### config.mk
export PLATFORM = sky130hd
export DESIGN_NAME = ws2812b_bit_serializer
export DESIGN_NICKNAME = d
export VERILOG_FILES = /design/src/rtl/ws2812b_bit_serializer.sv
export SDC_FILE = /design/constraint.sdc
export NUM_CORES = 1
export LEC_CHECK = 0
export BUFFER_PORTS_ARGS = -buffer_cell sky130_fd_sc_hd__clkbuf_2
export CAP_MARGIN = 20
export CORE_AREA = 5 5 97 99
export CTS_BUF_LIST = sky130_fd_sc_hd__clkbuf_16
export DETAILED_ROUTE_END_ITERATION = 10
export DIE_AREA = 0 0 102 104
export SLEW_MARGIN = 20
export SYNTH_ARGS = -nofsm -noshare
export SYNTH_HDL_FRONTEND = slang
export SYNTH_SLANG_ARGS = --single-unit
### constraint.sdc
create_clock -name clk -period 2.7 [get_ports clk]
set_input_delay 0 -clock clk [delete_from_list [all_inputs] [get_ports clk]]
set_output_delay 0 -clock clk [all_outputs]
set_load 0.05 [all_outputs]
### src/rtl/ws2812b_bit_serializer.sv
// ws2812b_bit_serializer
//   Serializes one 24-bit GRB pixel per valid/ready handshake onto the
//   single-wire WS2812B data line. Bits go out MSB first, each one a high
//   pulse (long for '1', short for '0') padded low to a fixed bit period.
//   A pixel accepted with latch=1 is followed by a long low hold so the
//   strip shows the frame.
//
// Ports
//   clk      project clock (timing defaults assume 64 MHz)
//   reset    asynchronous, active-high reset
//   data_in  pixel {G[23:16], R[15:8], B[7:0]}
//   valid    pixel present, taken only while ready=1
//   latch    taken with data_in: hold the line low after this pixel
//   ready    high while idle and able to accept a pixel
//   led      WS2812B data line (registered)
//
// Build option
//   WS2812B_OUT_INV_EN  when defined, led is inverted for boards with an
//                       inverting level shifter (idle/reset level 1).
//                       Timing is identical in both builds.
module ws2812b_bit_serializer #(
  parameter int T0H_CYCLES   = 26,
  parameter int T1H_CYCLES   = 51,
  parameter int BIT_CYCLES   = 80,
  parameter int LATCH_CYCLES = 19200
) (
  input  logic        clk,
  input  logic        reset,
  input  logic [23:0] data_in,
  input  logic        valid,
  input  logic        latch,
  output logic        ready,
  output logic        led
);

  // One counter serves both bit timing and the latch hold, so it is sized
  // for the longer of the two.
  localparam int CW = $clog2(LATCH_CYCLES + 1);

  localparam logic [CW-1:0] T0H_LAST   = CW'(T0H_CYCLES - 1);
  localparam logic [CW-1:0] T1H_LAST   = CW'(T1H_CYCLES - 1);
  localparam logic [CW-1:0] BIT_LAST   = CW'(BIT_CYCLES - 1);
  localparam logic [CW-1:0] LATCH_LAST = CW'(LATCH_CYCLES - 1);

`ifdef WS2812B_OUT_INV_EN
  localparam logic LED_OFF = 1'b1;
`else
  localparam logic LED_OFF = 1'b0;
`endif

  typedef enum logic [1:0] {
    ST_IDLE  = 2'd0,
    ST_HIGH  = 2'd1,
    ST_LOW   = 2'd2,
    ST_LATCH = 2'd3
  } state_t;

  state_t          state_q, state_d;
  logic [23:0]     shift_q, shift_d;
  logic            latch_q, latch_d;
  logic [4:0]      bit_cnt_q, bit_cnt_d;
  logic [CW-1:0]   cyc_cnt_q, cyc_cnt_d;
  logic            led_q;
  logic [CW-1:0]   high_last;

  // Line level for a given FSM state, with board polarity applied.
  function automatic logic line_level(input state_t st);
    return (st == ST_HIGH) ? ~LED_OFF : LED_OFF;
  endfunction

  // Ready is decoded straight from state so it drops the cycle after accept.
  assign ready     = (state_q == ST_IDLE);
  assign led       = led_q;
  assign high_last = shift_q[23] ? T1H_LAST : T0H_LAST;

  // Stage p0: next-state decision
  always_comb begin
    state_d   = state_q;
    shift_d   = shift_q;
    latch_d   = latch_q;
    bit_cnt_d = bit_cnt_q;
    cyc_cnt_d = cyc_cnt_q;
    case (state_q)
      ST_IDLE: begin
        if (valid) begin
          shift_d   = data_in;
          latch_d   = latch;
          bit_cnt_d = 5'd23;
          cyc_cnt_d = '0;
          state_d   = ST_HIGH;
        end
      end
      ST_HIGH: begin
        cyc_cnt_d = cyc_cnt_q + 1'b1;
        if (cyc_cnt_q == high_last) begin
          state_d = ST_LOW;
        end
      end
      ST_LOW: begin
        if (cyc_cnt_q == BIT_LAST) begin
          shift_d   = {shift_q[22:0], 1'b0};
          cyc_cnt_d = '0;
          if (bit_cnt_q == 5'd0) begin
            state_d = latch_q ? ST_LATCH : ST_IDLE;
          end else begin
            bit_cnt_d = bit_cnt_q - 1'b1;
            state_d   = ST_HIGH;
          end
        end else begin
          cyc_cnt_d = cyc_cnt_q + 1'b1;
        end
      end
      ST_LATCH: begin
        if (cyc_cnt_q == LATCH_LAST) begin
          cyc_cnt_d = '0;
          state_d   = ST_IDLE;
        end else begin
          cyc_cnt_d = cyc_cnt_q + 1'b1;
        end
      end
      default: begin
        state_d = ST_IDLE;
      end
    endcase
  end

  // Stage p1: registered state and line. led follows the next state so the
  // first high cycle is the one right after the accepting edge.
  always_ff @(posedge clk or posedge reset) begin
    if (reset) begin
      state_q   <= ST_IDLE;
      shift_q   <= '0;
      latch_q   <= 1'b0;
      bit_cnt_q <= '0;
      cyc_cnt_q <= '0;
      led_q     <= LED_OFF;
    end else begin
      state_q   <= state_d;
      shift_q   <= shift_d;
      latch_q   <= latch_d;
      bit_cnt_q <= bit_cnt_d;
      cyc_cnt_q <= cyc_cnt_d;
      led_q     <= line_level(state_d);
    end
  end

endmodule

---- Word-level counts from Yosys, hierarchy flattened ----
Index checks and enable logic that the tools add are counted.
storage, ports and cells
  flip-flop bits (word level) ............. 48
  bits in latches ......................... 0
  RAM bits ................................ 0
  bits in read-only memories .............. 0
  input bits .............................. 28
  output and inout port bits .............. 2
  word-level logic and storage cells ...... 44
  memories ................................ 0
operators by class
  $add $sub $neg .......................... 2
  $mul .................................... 0
  div/mod/pow operators ................... 0
  $lt $le $gt $ge ......................... 0
  equal/unequal tests ..................... 10
  shifts and indexed selects .............. 0
  multiplexer cells ....................... 20
  bitwise logic cells ..................... 0
  reductions and logical operators ........ 6
operators by type and width
  kind                   number
  $pmux 15 s4            1
  $mux 24                2
  $pmux 24 s2            1
  $mux 15                3
  $add 15x1->15 const B  1
  $eq 15x15->1 const B   1
  $eq 15x6->1            1
  $eq 15x7->1 const B    1
  $mux 5                 3
  $mux 2                 6
  $pmux 5 s2             1
  $pmux 2 s4             1
  $mux 6                 1
  $ne 2x2->1 const B     3
  $logic_not 5->1        1
  $sub 5x1->5 const B    1
  $eq 2x1->1 const B     2
  $eq 2x2->1 const B     2
  $reduce_and 4->1       1
  $reduce_and 3->1       1
  $logic_not 2->1        1
  $reduce_and 2->1       1
  $reduce_bool 2->1      1
  $mux 1                 1

---- Depth between registers and ports, before layout ----
Gate-level depths: netlist (run 1).
  word-level depth ........................ 6
  gate-level depth with buffers ........... 8
  depth with buffers taken out ............ 7

---- Worst setup path after synthesis (run 1) ----
No wires, ideal clock.
  kind .................................... reg2reg
  start point ............................. register state_q[0]
  end point ............................... register shift_q[17]
  setup time .............................. 0.144 ns
  data arrival time ....................... 2.299 ns
  data required time ...................... 2.556 ns
  setup slack ............................. 0.257 ns
  cell stages (with the launch flop) ...... 9
  buffers on the path ..................... 3
  period minus slack after synthesis ...... 2.443 ns
  cells stage by stage .................... dfrtp_1 > clkbuf_1 > nor2_1 > and2_0 > clkbuf_1 > a21oi_1 > clkbuf_1 > nand2_1 > o21ai_0
between the ends
  word-level cells in the longest chain between the ends .. 3
  elaborated cells on any way between the ends .. 7
  those cells by class .................... eq/ne: 3; mux: 1; reduce/logical: 3
RTL lines
  element                                                           line  source
  from (decl)                                                       58    state_t state_q, state_d;
  from (signal assigned)                                            138   state_q <= state_d;
  $logic_not 2->1 (*)                                               -
  named net ready                                                   32    output logic ready,
  $ne 2x2->1 (no source line) or $reduce_bool 2->1 (tied branches)  -
  $reduce_and 3->1 (no source line)                                 -
  to (signal assigned)                                              139   shift_q <= shift_d;
  to (decl)                                                         59    logic [23:0] shift_q, shift_d;
The timed path passes the listed nets; every way through them passes the cells marked *.
A chain may end at the register's enable or synchronous reset.

---- Worst setup path after layout (run 1) ----
  start point ............................. register cyc_cnt_q[8]
  end point ............................... register bit_cnt_q[3]
between the ends
  word-level cells in the longest chain between the ends .. 3
RTL lines
  element                            line  source
  from (decl)                        62    logic [CW-1:0] cyc_cnt_q, cyc_cnt_d;
  from (signal assigned)             142   cyc_cnt_q <= cyc_cnt_d;
  $eq 15x7->1                        100   if (cyc_cnt_q == BIT_LAST) begin
  $ne 2x2->1 (no source line)        -
  $reduce_and 4->1 (no source line)  -
  to (signal assigned)               141   bit_cnt_q <= bit_cnt_d;
  to (decl)                          61    logic [4:0] bit_cnt_q, bit_cnt_d;
No other way between the ends.

==> impl_metrics.toml, run 1 <==
[timing]
tightest_slew_ns = 0.844
min_period_ns = 2.34
hold_violations = 0
max_slew_margin_pct = 43.6
fin_skew_ns = 0.00389
whs_ns = 0.00209
rsz0062_at_grt = "no"
max_freq_mhz = 427
setup_tns_ns = 0
setup_violations = 0
finalCritPeriodShare_pct = 86.7
finalMaxSlewViolations = 0

[power_and_ir_drop]
max-vdd-ir-drop_mv = 0.434
p_leak_uw = 0.00125
powerDensity_mw_per_mm2 = 804

[route]
maxUsedRoutingLayer = "met4"
wl_met3_um = 315
wl_per_cell_um = 13.9
dr.pass1.iters = 4
totalWireLength_mm = 5.57
vias_per_cell = 5.11
ant_nets = 0
drc_errors = 0
dr.first_iter.drc_count = 129
wl_met1_mm = 2.65
wl_met2_mm = 2.53
dr_total_vias = 2048

[floorplan]
die_x_um = 102
coreArea_mm2 = 0.00847
die_y_um = 104
fp.dieArea_mm2 = 0.0106
boundaryPins = 30
initial_utilization_pct = 29.3
rows = 34

[synthesis]
ys_ff_latch = 48
yosysTopAreaCell = "dfrtp_1"
synth_cell_types = 43
synthFlopType = "dfrtp_1"
yosys-top-cells-area = "dfrtp_1 48%, mux2i_1 9.3%, nand2_1 7.0%"
avgSynthCellArea_um2 = 9.50
synth_area_mm2 = 0.00248
yosys_warnings = 0
synth-seq-area-share_pct = 48.4
synth_cells = 261
yosys.area.top_type_share_pct = 48.4
synthArstFlopShare_pct = 100
synth-edff-count = 0
synthesis.nets = 292

[clock_tree]
cts-root-buf = "clkbuf_16"
ctsResizeCount = 0
clk_pin_slew_ns = 0.06
cts_sinks = 48
clk_latency_ns = 0.28
cts_buffers = 5
htreeDepth = 2
postCtsSetupRepairBufs = 0
cts_tree = "done"
clockBufferDepth = 2

[job]
cap_violations = 0

[hold_path]
hold_path_class = "in2reg"

[finish]
drive_gt1_share_pct = 18.1
stdcell_area_mm2 = 0.00297
final_common_cell = "dfrtp_1"
fin_util_pct = 35.0
area_growth_syn_to_layout_pct = 19.6
diodes = 0
layout.cells.non_filler = 401
final_cell_mix = "48 x dfrtp_1, 46 x nand2_1, 30 x o21ai_0"
finalNetCount = 324

[grt]
grt_pass1_wl_mm = 9.79
grt.overflow.total = 0
grt_max_degree = 49
antenna_found_initial = 0
grt_use_total_pct = 11.3
first_global_vias = 2043

[critical_path]
path_cells = "or4_4, or4_4, or4_1, a21oi_1"
critical_path.slowest_cell = "or4_4"
critical_path.max_fanout = 8
criticalPathCategory = "reg2reg"
crit_top_cell = "or4_4"
end_kind = "flip-flop"
arrival_ns = 2.55
crit_buf_inv = 0
startpoint_type = "flip-flop"
crit_family = "simple AND/OR/NAND/NOR gates"
required_ns = 2.91
max_stage_delay_ns = 0.60

[placement]
hpwlAfterDp_mm = 3.84
io_buffers = 29
placed_cell_area_mm2 = 0.00279
placed_cells = 390
place_congestion = 0.834

[status]
outcome = "complete, no violations"
cell usage after synthesis, drive strengths merged, types with 6 or more instances:
master	instances
a21oi	7
a31oi	7
clkbuf	15
dfrtp	48
inv	6
mux2i	23
nand2	46
nand3	9
nand4	6
nor2	8
o21ai	31
cells by family after synthesis:
logic type	count (synthesis)	synth area share, %
and+or+nand+nor	99	20.7
muxes	24	9.74
adders and majority gates	3	1.51
DFF	48	48.4
buffers and inverters	21	3.18
xor gates and xnor gates	2	0.706
AOI/OAI and AO/OA	64	15.7
tightest hold or removal path: stages:
cell	delay, ns
clkbuf_2	0.08
mux2i_1	0.05
o21ai_0	0.12
per-stage QoR:
stage               setup WS [ns]  power [µW]
finish                      0.360        2380
global route                0.245        2590
CTS                         0.367        2410
detailed placement          0.366        1800
global placement            0.401        1770
floorplan                   0.257        1610
registers in the layout, summed over array words and instances, names as in the netlist:
register   cells
shift_q       24
cyc_cnt_q     15
bit_cnt_q      5
state_q        2
latch_q        1
led            1
path summary, 6_finish.rpt:
check | depth (start not counted) | start | endpoint | slack, ns
hold reg to reg | 2 | shift_q[21] | shift_q[21] | 0.48
setup / recovery | 4 | cyc_cnt_q[8] | bit_cnt_q[3] | 0.36
min in group asynchronous | 3 | reset | led | 0.39
setup reg to reg | 4 | cyc_cnt_q[8] | bit_cnt_q[3] | 0.36
max in group asynchronous | 3 | reset | shift_q[13] | 1.81
hold / removal | 3 | data_in[22] | shift_q[22] | 0.002
cell type report:
class                   instances  area [µm²]
flip-flops and latches         48        1200
multi-input cells             192        1210
well taps                     108         135
clock inverters                 2        12.5
inverters                       6        23.8
clock buffers                   5         125
repair buffers                 40         263
fillers                       851        5500
power breakdown:
| part | internal (µW) | leakage [µW] | switching (µW) |
|---|---|---|---|
| registers | 994 | 0.000592 | 258 |
| clock network | 336 | 0.0000657 | 261 |
| logic | 263 | 0.000587 | 273 |
per-layer routing:
| metal | track usage, % | vias up |
|---|---|---|
| met3 | 3.55 | 9 |
| met1 | 15.5 | 974 |
| met4 | 3.94 | 0 |
| met2 | 16.8 | 53 |
| li1 | - | 1012 |
| met5 | 0 | - |
timing repair:
| action | CTS | global route |
|---|---|---|
| endpoints found under the setup margin | 0 | 0 |
| hold buffers | 4 | 0 |
| hold endpoints to repair | 51 | 0 |
(Power assumes the default switching activity.)
==> run 2, diff against run 1 <==
--- a/config.mk
+++ b/config.mk
@@ -8,7 +8,6 @@
 export BUFFER_PORTS_ARGS = -buffer_cell sky130_fd_sc_hd__clkbuf_2
 export CAP_MARGIN = 20
 export CORE_AREA = 5 5 97 99
-export CTS_BUF_LIST = sky130_fd_sc_hd__clkbuf_16
 export DETAILED_ROUTE_END_ITERATION = 10
 export DIE_AREA = 0 0 102 104
 export SLEW_MARGIN = 20
==> run 2 against run 1 <==
Effect of this change:
- die area unchanged
- sequential cell count did not move
- combinational power up 3.9%
- critical endpoint unchanged
==> impl_metrics.toml, run 2 (synthesis results as in run 1) <==
[finish]
drive_gt1_share_pct = 17.2
n_fill_cell = 840
largest_register_ffs = 24
regMostFlops = "shift_q"
area_growth_syn_to_layout_pct = 23.4
top_regs = "shift_q: 24 flops, cyc_cnt_q: 15 flops, bit_cnt_q: 5 flops"
diodes = 0
final_cell_mix = "48 x dfrtp_1, 46 x nand2_1, 30 x o21ai_0"
finalNetCount = 339
stdcell_area_mm2 = 0.00306
final_common_cell = "dfrtp_1"

[clock_tree]
htreeDepth = 2
cts_sinks = 48
cts_buffers = 5
cts_tree = "done"
clockBufferDepth = 2
clk_pin_slew_ns = 0.09
ctsResizeCount = 0
postCtsSetupRepairBufs = 0
cts-root-buf = "clkbuf_8"
clk_latency_ns = 0.30

[floorplan]
die_x_um = 102
fp.dieArea_mm2 = 0.0106
rows = 34
coreArea_mm2 = 0.00847
die_y_um = 104
initial_utilization_pct = 29.3
boundaryPins = 30

[route]
dr.pass1.iters = 4
drc_errors = 0
dr_total_vias = 2094
ant_nets = 0
wl_per_cell_um = 13.7
totalWireLength_mm = 5.69
vias_per_cell = 5.03
dr.first_iter.drc_count = 120

[critical_path]
crit_family = "simple AND/OR/NAND/NOR gates"
critical_path.max_fanout = 8
arrival_ns = 2.58
worstSetupPathDepth = 4
max_stage_delay_ns = 0.60
reg2regPathDepth = 4
crit_top_cell = "or4_4"
path_cells = "or4_4, or4_4, or4_1, a21oi_1"
end_kind = "flip-flop"
critical_path.slowest_cell = "or4_4"
required_ns = 2.93
startpoint_type = "flip-flop"
criticalPathCategory = "reg2reg"
crit_buf_inv = 0

[timing]
hold_violations = 0
fin_skew_ns = 0.00407
setup_violations = 0
finalMaxSlewViolations = 0
tightest_slew_ns = 0.825
max_slew_margin_pct = 44.9
min_period_ns = 2.35
finalCritPeriodShare_pct = 86.9
setup_tns_ns = 0
rsz0062_at_grt = "no"
max_freq_mhz = 426

[placement]
hpwlAfterDp_mm = 3.84
place_congestion = 0.834
placed_cell_area_mm2 = 0.00279
io_buffers = 29

[hold_path]
hold_path_class = "in2reg"
whs_path_depth = 3

[grt]
antenna_found_initial = 0
grt_max_degree = 49
grt_pass1_wl_mm = 10.1
first_global_vias = 2148
grt_use_total_pct = 11.7
grt.overflow.total = 0

[job]
cap_violations = 0

[power_and_ir_drop]
powerDensity_mw_per_mm2 = 728
p_leak_uw = 0.00128
max-vdd-ir-drop_mv = 0.417

[status]
outcome = "complete, no violations"
-- run 2: changes by cell type in the layout (fill, tap and decap cells not counted) --
cell           delta
clkbuf_16         -5
clkbuf_8          +5
dlygate4sd3_1    +15
-- run 2: worst min-delay path: cells and delay by family --
family | cells | cell delay, ns
mux | 1 | 0.05
compound gates | 1 | 0.15
buf+inv | 1 | 0.07
-- run 2: what timing repair did --
item / CTS / global route
hold endpoints to repair: 66 / 0
endpoints found under the setup margin: 0 / 0
hold buffers: 19 / 0
-- run 2: cell type report --
class,instances,area (µm²),area share [%]
Timing Repair Buffer,55,413,13.5
Clock buffer,5,68.8,2.25
Multi-Input combinational cell,192,1210,39.4
Inverter,6,23.8,0.777
Sequential cell,48,1200,39.2
Clock inverter,2,12.5,0.409
Tap cell,108,135,4.42
-- run 2: where the power goes --
part / leakage, µW / switching [µW] / internal [µW] / total, µW
logic: 0.000650 / 280 / 277 / 556
registers: 0.000592 / 259 / 992 / 1250
clock network: 0.0000400 / 243 / 176 / 418
-- run 2: worst paths after layout --
check                             start       endpoint  slack [ns]
setup / recovery           cyc_cnt_q[8]   bit_cnt_q[3]        0.35
hold / removal              data_in[16]    shift_q[16]       0.002
min in group asynchronous         reset            led        0.36
hold reg to reg             shift_q[14]    shift_q[14]        0.49
max in group asynchronous         reset  cyc_cnt_q[10]        1.85
setup reg to reg           cyc_cnt_q[8]   bit_cnt_q[3]        0.35
-- run 2: stage by stage --
step	hold WS (ns)	util (%)	total power, µW	std cells	setup slack [ns]
floorplan	0.105	-	1610	261	0.257
global placement	0.211	32.9	1770	390	0.401
detailed placement	0.212	32.9	1800	390	0.366
CTS	0.00217	36.1	2240	416	0.362
global route	0.0319	36.2	2430	416	0.209
finish	0.00228	36.2	2230	416	0.355
-- run 2: layer usage --
metal | vias up | GRT usage, % | wire length, µm
li1 | 1043 | - | -
met3 | 8 | 3.15 | 262
met1 | 989 | 16.0 | 2670
met2 | 54 | 17.5 | 2680
met4 | 0 | 4.31 | 65
met5 | - | 0 | 0
==> run 3, diff against run 2 <==
--- a/config.mk
+++ b/config.mk
@@ -7,9 +7,11 @@
 export LEC_CHECK = 0
 export BUFFER_PORTS_ARGS = -buffer_cell sky130_fd_sc_hd__clkbuf_2
 export CAP_MARGIN = 20
-export CORE_AREA = 5 5 97 99
+export CORE_AREA = 5 5 72 74
 export DETAILED_ROUTE_END_ITERATION = 10
-export DIE_AREA = 0 0 102 104
+export DIE_AREA = 0 0 77 79
+export GPL_ROUTABILITY_DRIVEN = 1
+export PLACE_DENSITY = 0.77
 export SLEW_MARGIN = 20
 export SYNTH_ARGS = -nofsm -noshare
 export SYNTH_HDL_FRONTEND = slang
==> run 3 against run 2 <==
Effect of this change:
- combinational power up 2%
- global-route usage up 7.2 points
- cell count down 13%
- routed wire length down 4.7%
- die area down 43%
- critical endpoint unchanged
- clock power about the same
- first-iteration DRC count up 18%
- the flow now finishes with violations (negative hold slack)
- fmax about the same
==> impl_metrics.toml, run 3 (synthesis results as in run 1) <==
[status]
outcome = "finished, violations left"
violations = "negative hold slack"

[timing]
finalMaxSlewViolations = 0
max_freq_mhz = 427
fin_skew_ns = 0.00303
setup_violations = 0
setup_tns_ns = 0
finalCritPeriodShare_pct = 86.8
tightest_slew_ns = 0.805
rsz0062_at_grt = "no"
hold_violations = 2
max_slew_margin_pct = 46.2
min_period_ns = 2.34
whs_ns = -0.00312

[critical_path]
end_kind = "flip-flop"
reg2regPathDepth = 4
required_ns = 2.93
max_stage_delay_ns = 0.60
critical_path.slowest_cell = "or4_4"
critical_path.max_fanout = 8
arrival_ns = 2.57
r2r_slack_ns = 0.36
criticalPathCategory = "reg2reg"
crit_buf_inv = 0
path_cells = "or4_4, or4_4, or4_1, a21oi_1"
startpoint_type = "flip-flop"
crit_top_cell = "or4_4"
rr_startpoint = "cyc_cnt_q[8]"
r2r_end = "bit_cnt_q[3]"
crit_family = "simple AND/OR/NAND/NOR gates"

[finish]
regMostFlops = "shift_q"
finalNetCount = 337
drive_gt1_share_pct = 17.6
area_growth_syn_to_layout_pct = 18.5
final_cell_mix = "48 x dfrtp_1, 46 x nand2_1, 30 x o21ai_0"
largest_register_ffs = 24
top_regs = "shift_q: 24 flops, cyc_cnt_q: 15 flops, bit_cnt_q: 5 flops"
final_common_cell = "dfrtp_1"
diodes = 0
layout.cells.non_filler = 360

[route]
drc_errors = 0
dr.pass1.iters = 4
dr.first_iter.drc_count = 142
wl_per_cell_um = 15.0
totalWireLength_mm = 5.42
vias_per_cell = 5.81
dr_total_vias = 2090
ant_nets = 0

[floorplan]
rows = 25
coreArea_mm2 = 0.00454
initial_utilization_pct = 54.7
die_x_um = 77
fp.dieArea_mm2 = 0.00608
die_y_um = 79
boundaryPins = 30

[placement]
placed_cells = 338
hpwlAfterDp_mm = 3.63
io_buffers = 29
place_congestion = 0.913

[clock_tree]
clockBufferDepth = 2
cts_tree = "done"
cts_buffers = 5
clk_pin_slew_ns = 0.09
ctsResizeCount = 0
cts_sinks = 48
ctsHoldBuffers = 15
clk_latency_ns = 0.30
htreeDepth = 2
postCtsSetupRepairBufs = 0
cts-root-buf = "clkbuf_8"

[grt]
grt_max_degree = 49
antenna_found_initial = 0
grt_pass1_wl_mm = 9.48
first_global_vias = 2063
grt_use_total_pct = 18.9
grt.overflow.total = 0

[hold_path]
hold_path_class = "in2reg"
min_to = "shift_q[20]"
hold_start = "data_in[20]"
whs_path_depth = 3

[job]
cap_violations = 0

[power_and_ir_drop]
p_leak_uw = 0.00127
powerDensity_mw_per_mm2 = 760
max-vdd-ir-drop_mv = 0.455
==> run 3: worst min-delay path, stage by stage <==
cell      delay, ns
clkbuf_2       0.08
mux2i_1        0.05
o21ai_0        0.13
==> run 3: per-stage QoR <==
step | utilization (%) | hold WS [ns] | cell area, µm² | power (µW) | setup slack, ns
3_5_place_dp | 59.8 | 0.198 | 2710 | 1800 | 0.361
4_1_cts | 64.8 | 0.000203 | 2940 | 2240 | 0.361
3_3_place_gp | 59.8 | 0.192 | 2710 | 1760 | 0.417
6_report | 64.8 | -0.00312 | 2940 | 2230 | 0.355
2_1_floorplan | - | 0.105 | 2480 | 1610 | 0.257
5_1_grt | 64.8 | 0.000628 | 2940 | 2420 | 0.220
==> run 3: how the worst max path moves through the flow <==
stage	from	endpoint	slack, ns	cells after the start
after floorplan	state_q[0]	shift_q[17]	0.26	8
after global placement	cyc_cnt_q[8]	bit_cnt_q[3]	0.42	4
after detailed placement	cyc_cnt_q[8]	bit_cnt_q[3]	0.36	4
after CTS	cyc_cnt_q[8]	bit_cnt_q[3]	0.36	4
after global routing	cyc_cnt_q[8]	cyc_cnt_q[3]	0.22	6
final	cyc_cnt_q[8]	bit_cnt_q[3]	0.36	4
==> run 3: layout make-up <==
cell class                 instances  area [µm²]
clock buffer                       6        72.6
clock inverter                     1        5.00
fill                             366        1600
inverter                           6        23.8
multi-input combinational        192        1210
sequential                        48        1200
tap                               54        67.6
timing repair buffer              53         363
==> run 3: metal layers <==
metal | global-route usage [%] | vias to the layer above | part of all wire [%]
met3 | 3.97 | 9 | 4.7
met1 | 26.8 | 994 | 47
li1 | - | 1034 | -
met4 | 4.64 | 0 | 1.1
met5 | 0 | - | 0
met2 | 29.6 | 53 | 47
==> run 3: where the power goes <==
| group | total, µW | switching [µW] | internal, µW |
|---|---|---|---|
| Sequential | 1250 | 260 | 993 |
| Combinational | 565 | 291 | 275 |
| Clock | 417 | 240 | 177 |
| Total | 2230 | 790 | 1440 |
